--- config.mk ---
export PLATFORM = sky130hd
export DESIGN_NAME = vga_timing_gen
export DESIGN_NICKNAME = d
export VERILOG_FILES = /design/src/rtl/vga_timing_gen.sv
export SDC_FILE = /design/constraint.sdc
export NUM_CORES = 1
export LEC_CHECK = 0
export CORE_MARGIN = 4
export CORE_UTILIZATION = 48
export DETAILED_ROUTE_END_ITERATION = 12
export HOLD_SLACK_MARGIN = 0.08
export PLACE_DENSITY = 0.75
export SYNTH_ARGS = -nofsm -noshare
export SYNTH_HDL_FRONTEND = slang
export SYNTH_SLANG_ARGS = --single-unit
--- constraint.sdc ---
create_clock -name vga_clk -period 2.66 [get_ports vga_clk]
set_input_delay 0.399 -clock vga_clk [delete_from_list [all_inputs] [get_ports vga_clk]]
set_output_delay 0.399 -clock vga_clk [all_outputs]
set_load 0.02 [all_outputs]
--- src/rtl/vga_timing_gen.sv ---
// VGA raster timing generator: DrawX/DrawY counters on a pixel enable, sync and
// blank levels registered together with the counters, and line/frame strobes.
module vga_timing_gen #(
    parameter int unsigned H_VISIBLE = 640,
    parameter int unsigned H_FRONT   = 16,
    parameter int unsigned H_SYNC    = 96,
    parameter int unsigned H_BACK    = 48,
    parameter int unsigned V_VISIBLE = 480,
    parameter int unsigned V_FRONT   = 10,
    parameter int unsigned V_SYNC    = 2,
    parameter int unsigned V_BACK    = 33
) (
    input  logic       vga_clk,
    input  logic       reset,
    input  logic       pix_en,
    output logic       hs,
    output logic       vs,
    output logic       blank,
    output logic [9:0] DrawX,
    output logic [9:0] DrawY,
    output logic       line_start,
    output logic       frame_start,
    output logic [7:0] frame_cnt
);
    localparam int unsigned H_TOTAL = H_VISIBLE + H_FRONT + H_SYNC + H_BACK;
    localparam int unsigned V_TOTAL = V_VISIBLE + V_FRONT + V_SYNC + V_BACK;

    generate
        if ((H_TOTAL > 1024) || (V_TOTAL > 1024)) begin : g_bad_params
            $error("vga_timing_gen: H_TOTAL and V_TOTAL must not exceed 1024");
        end
    endgenerate

    // 11-bit bounds so a window ending exactly at 1024 still compares correctly.
    localparam logic [9:0]  H_LAST = 10'(H_TOTAL - 1);
    localparam logic [9:0]  V_LAST = 10'(V_TOTAL - 1);
    localparam logic [10:0] H_VIS  = 11'(H_VISIBLE);
    localparam logic [10:0] HS_BEG = 11'(H_VISIBLE + H_FRONT);
    localparam logic [10:0] HS_END = 11'(H_VISIBLE + H_FRONT + H_SYNC);
    localparam logic [10:0] V_VIS  = 11'(V_VISIBLE);
    localparam logic [10:0] VS_BEG = 11'(V_VISIBLE + V_FRONT);
    localparam logic [10:0] VS_END = 11'(V_VISIBLE + V_FRONT + V_SYNC);

    logic [9:0] x_q, x_d, y_q, y_d;
    logic       hs_q, hs_d, vs_q, vs_d, blank_q, blank_d;
    logic       ls_q, ls_d, fs_q, fs_d;
    logic [7:0] fcnt_q, fcnt_d;

    always_comb begin
        x_d     = x_q;
        y_d     = y_q;
        hs_d    = hs_q;
        vs_d    = vs_q;
        blank_d = blank_q;
        ls_d    = 1'b0;
        fs_d    = 1'b0;
        fcnt_d  = fcnt_q;
        if (pix_en) begin
            if (x_q == H_LAST) begin
                x_d  = '0;
                ls_d = 1'b1;
                if (y_q == V_LAST) begin
                    y_d    = '0;
                    fs_d   = 1'b1;
                    fcnt_d = fcnt_q + 8'd1;
                end else begin
                    y_d = y_q + 10'd1;
                end
            end else begin
                x_d = x_q + 10'd1;
            end
            // Levels come from the next position so they line up with DrawX/DrawY.
            hs_d    = !(({1'b0, x_d} >= HS_BEG) && ({1'b0, x_d} < HS_END));
            vs_d    = !(({1'b0, y_d} >= VS_BEG) && ({1'b0, y_d} < VS_END));
            blank_d = ({1'b0, x_d} < H_VIS) && ({1'b0, y_d} < V_VIS);
        end
    end

    always_ff @(posedge vga_clk) begin
        if (reset) begin
            x_q     <= H_LAST;
            y_q     <= V_LAST;
            hs_q    <= 1'b1;
            vs_q    <= 1'b1;
            blank_q <= 1'b0;
            ls_q    <= 1'b0;
            fs_q    <= 1'b0;
            fcnt_q  <= 8'hFF;
        end else begin
            x_q     <= x_d;
            y_q     <= y_d;
            hs_q    <= hs_d;
            vs_q    <= vs_d;
            blank_q <= blank_d;
            ls_q    <= ls_d;
            fs_q    <= fs_d;
            fcnt_q  <= fcnt_d;
        end
    end

    assign DrawX       = x_q;
    assign DrawY       = y_q;
    assign hs          = hs_q;
    assign vs          = vs_q;
    assign blank       = blank_q;
    assign line_start  = ls_q;
    assign frame_start = fs_q;
    assign frame_cnt   = fcnt_q;
endmodule

==> results of run 1 <==
==> final timing paths <==
path,slack (ns),cells past startpoint,endpoint,start
worst min register to register,0.48,1,hs,hs
worst max register to register,0.23,7,blank,DrawX[0]
worst max-delay path,0.23,7,blank,DrawX[0]
worst min-delay path,0.48,1,hs,hs
==> flip-flops by register name, indices dropped and copies added (netlist names) <==
| name | flops |
|---|---|
| blank | 1 |
| frame_start | 1 |
| DrawY | 10 |
| frame_cnt | 8 |
| hs | 1 |
| DrawX | 10 |
| line_start | 1 |
| vs | 1 |
==> cell type report <==
type                            count  area (um2)  share of cell area
Clock inverter                      3        65.1              0.0273
Sequential cell                    33         661               0.277
Clock buffer                        5        68.8              0.0289
Timing Repair Buffer               42         403               0.169
Inverter                            5        18.8             0.00788
Multi-Input combinational cell    180        1110               0.464
Tap cell                           48        60.1              0.0252
==> worst max-delay path, delay by kind of cell (launching register included) <==
| family | cells | cell delay (ns) |
|---|---|---|
| adder cells (fa/ha/maj) | 1 | 0.21 |
| XOR/XNOR | 1 | 0.16 |
| flip-flops | 1 | 0.45 |
| AO/OA/AOI/OAI | 1 | 0.37 |
| AND/OR/NAND/NOR | 4 | 1.15 |
==> per-layer routing <==
| layer | GRT usage | vias up | routed length (um) |
|---|---|---|---|
| met4 | 0.0702 | 0 | 63 |
| met3 | 0.0475 | 7 | 254 |
| li1 | - | 908 | - |
| met5 | 0 | - | 0 |
| met2 | 0.295 | 62 | 2100 |
| met1 | 0.255 | 836 | 2060 |
==> kinds of logic (layout without fill, tap and decap cells) <==
group / after synthesis / in the layout / share of synthesized area
AOI/OAI and AO/OA: 55 / 55 / 0.193
xor gates and xnor gates: 12 / 12 / 0.0569
adders and majority gates: 5 / 5 / 0.0339
buffers and inverters: 18 / 55 / 0.0427
DFF: 33 / 33 / 0.358
muxes: 1 / 1 / 0.00542
and+or+nand+nor: 107 / 107 / 0.311
==> power breakdown <==
group,switching [W],internal (W)
combinational,0.000228,0.000185
clock,0.000188,0.000372
sequential,0.0000547,0.000532
==> layout by cell type (no fill, tap or decap), types with 3 or more instances in the layout <==
master           Yosys  layout
inv_1                5       5
nand3_1              9       9
ha_1                 5       5
buf_4                0       7
o31a_1               3       3
o21ai_0             12      12
nand4_1              7       7
and3_1               6       6
nor2_1              21      21
nor3b_1              3       3
clkdlybuf4s50_1      0      35
dfxtp_1             33      33
nor2b_1              7       7
a21oi_1             18      18
xor2_1               6       6
or3_1                4       4
nand2b_1             6       6
a211o_1              6       6
nand2_1             19      19
nor3_1               9       9
nor4_1               4       4
clkbuf_8             0       5
o21bai_1             3       3
xnor2_1              6       6
==> stage by stage <==
stage	util	cells	instance area (um2)	setup slack (ns)
detailed placement	0.610	308	2250	0.219
finish	0.646	316	2380	0.228
floorplan	-	231	1850	0.154
global placement	0.610	308	2250	0.340
CTS	0.646	316	2380	0.226
global route	0.646	316	2380	0.0879
==> results.py, run 1 <==
metrics = {
    "sta": {
        "slew_viol_final": 0,
        "worstMarginPinSlew_ns": 0.389,
        "relSlewSlack": 0.738,
        "finalSetupViolCount": 0,
        "period_share": 0.914,
        "fin_hold_ws_ns": 0.477,
        "finClkSkew_ns": 0.00942,
        "timing.fmax_ghz": 0.411,
        "finalHoldViolCount": 0,
        "rsz0062_at_grt": "no",
        "setup_tns_ns": 0,
        "finalCriticalPeriod_ns": 2.43,
    },
    "drt": {
        "vias_per_cell": 5.74,
        "wirelength_mm": 4.48,
        "vias": 1813,
        "ant_nets": 0,
        "drc_errors": 0,
        "drt-pass1-iter-count": 5,
        "wl_per_cell_um": 14.2,
        "drt-initial-drc-count": 183,
    },
    "layout": {
        "antenna_cells": 0,
        "fillers": 329,
        "area_delta_synth_final_pct": 29.1,
        "nets": 275,
        "drive_gt1_frac": 0.0634,
    },
    "floorplan": {
        "fp.dieW_um": 70.0,
        "core_region_area_um2": 3690,
        "fp.dieArea_um2": 4900,
        "num_rows": 22,
        "boundaryPins": 36,
        "initial_utilization": 0.500,
        "die_y_um": 70.0,
    },
    "placement": {
        "dp_hpwl_mm": 3.08,
        "place_congestion": 0.897,
        "portBuffers": 35,
    },
    "clock_network": {
        "clk_pin_slew_ns": 0.07,
        "insertion_delay_ns": 0.29,
        "cts-root-buf": "clkbuf_8",
        "cts.htree.levels": 2,
        "holdBufCountCts": 0,
        "ctsResizeCount": 0,
        "cts_buffer_depth": 2,
        "numCtsBuffers": 5,
        "cts_tree": "done",
        "clkSinkCount": 33,
        "post-cts-setup-buffers": 0,
    },
    "logic_synthesis": {
        "synth-main-ff-cell": "dfxtp_1",
        "synthesis.nets": 239,
        "yosys_warnings": 0,
        "synthArstFlopShare": 0,
        "yosysSeqAreaShare": 0.358,
        "yosysMostFrequentCell": "dfxtp_1",
        "synth_edf_count": 0,
        "synthesis.area_um2": 1850,
        "synth.top_cell.area_share": 0.358,
        "yosysUniqueCellTypes": 46,
        "yosysTopAreaCell": "dfxtp_1",
        "synthTopCellsByArea": "dfxtp_1 (36%), a21oi_1 (4.9%), nor2_1 (4.3%)",
        "ys_seq_elements": 33,
        "netlist_instances": 231,
        "yosys-top-cells-count": "dfxtp_1 (33), nor2_1 (21), nand2_1 (19)",
        "synth.avg_cell_area_um2": 7.99,
    },
    "power": {
        "peakVddDrop_uv": 446,
        "leakage_nw": 0.872,
        "power_w": 0.00156,
        "power.density_nw_per_um2": 655,
    },
    "grt": {
        "grt.overflow.total": 0,
        "grt_max_degree": 35,
        "antenna_found_initial": 0,
        "grt_pass1_vias": 1683,
        "grt_pass1_wl_mm": 7.77,
        "grt_usage": 0.190,
    },
    "worst_setup_path": {
        "crit_chain": "ha_1 > nand4_1 > or3b_1 > nor4_1 > xnor2_1 > nor2_1 > o41ai_1",
        "cpPeakStageDelay_ns": 0.52,
        "worst-path-max-fanout": 8,
        "crit_slowest_cell": "or3b_1",
        "endpoint_kind": "register",
        "startpoint_type": "register",
        "worstSetupPathType": "reg -> reg",
        "cp.required_ns": 2.85,
        "cp.arrival_ns": 2.62,
    },
    "job": {
        "max-cap-violations": 0,
    },
    "min_path": {
        "hold_path_class": "reg -> reg",
    },
    "run_status": {
        "status": "completed",
    },
}
Power figures use the tool's default switching activity.
==> inputs of run 2 (changes only) <==
Settings changed: SLEW_MARGIN set to 10.
==> results of run 2 <==
Final layout, timing and power as in run 1 (identical DEF).
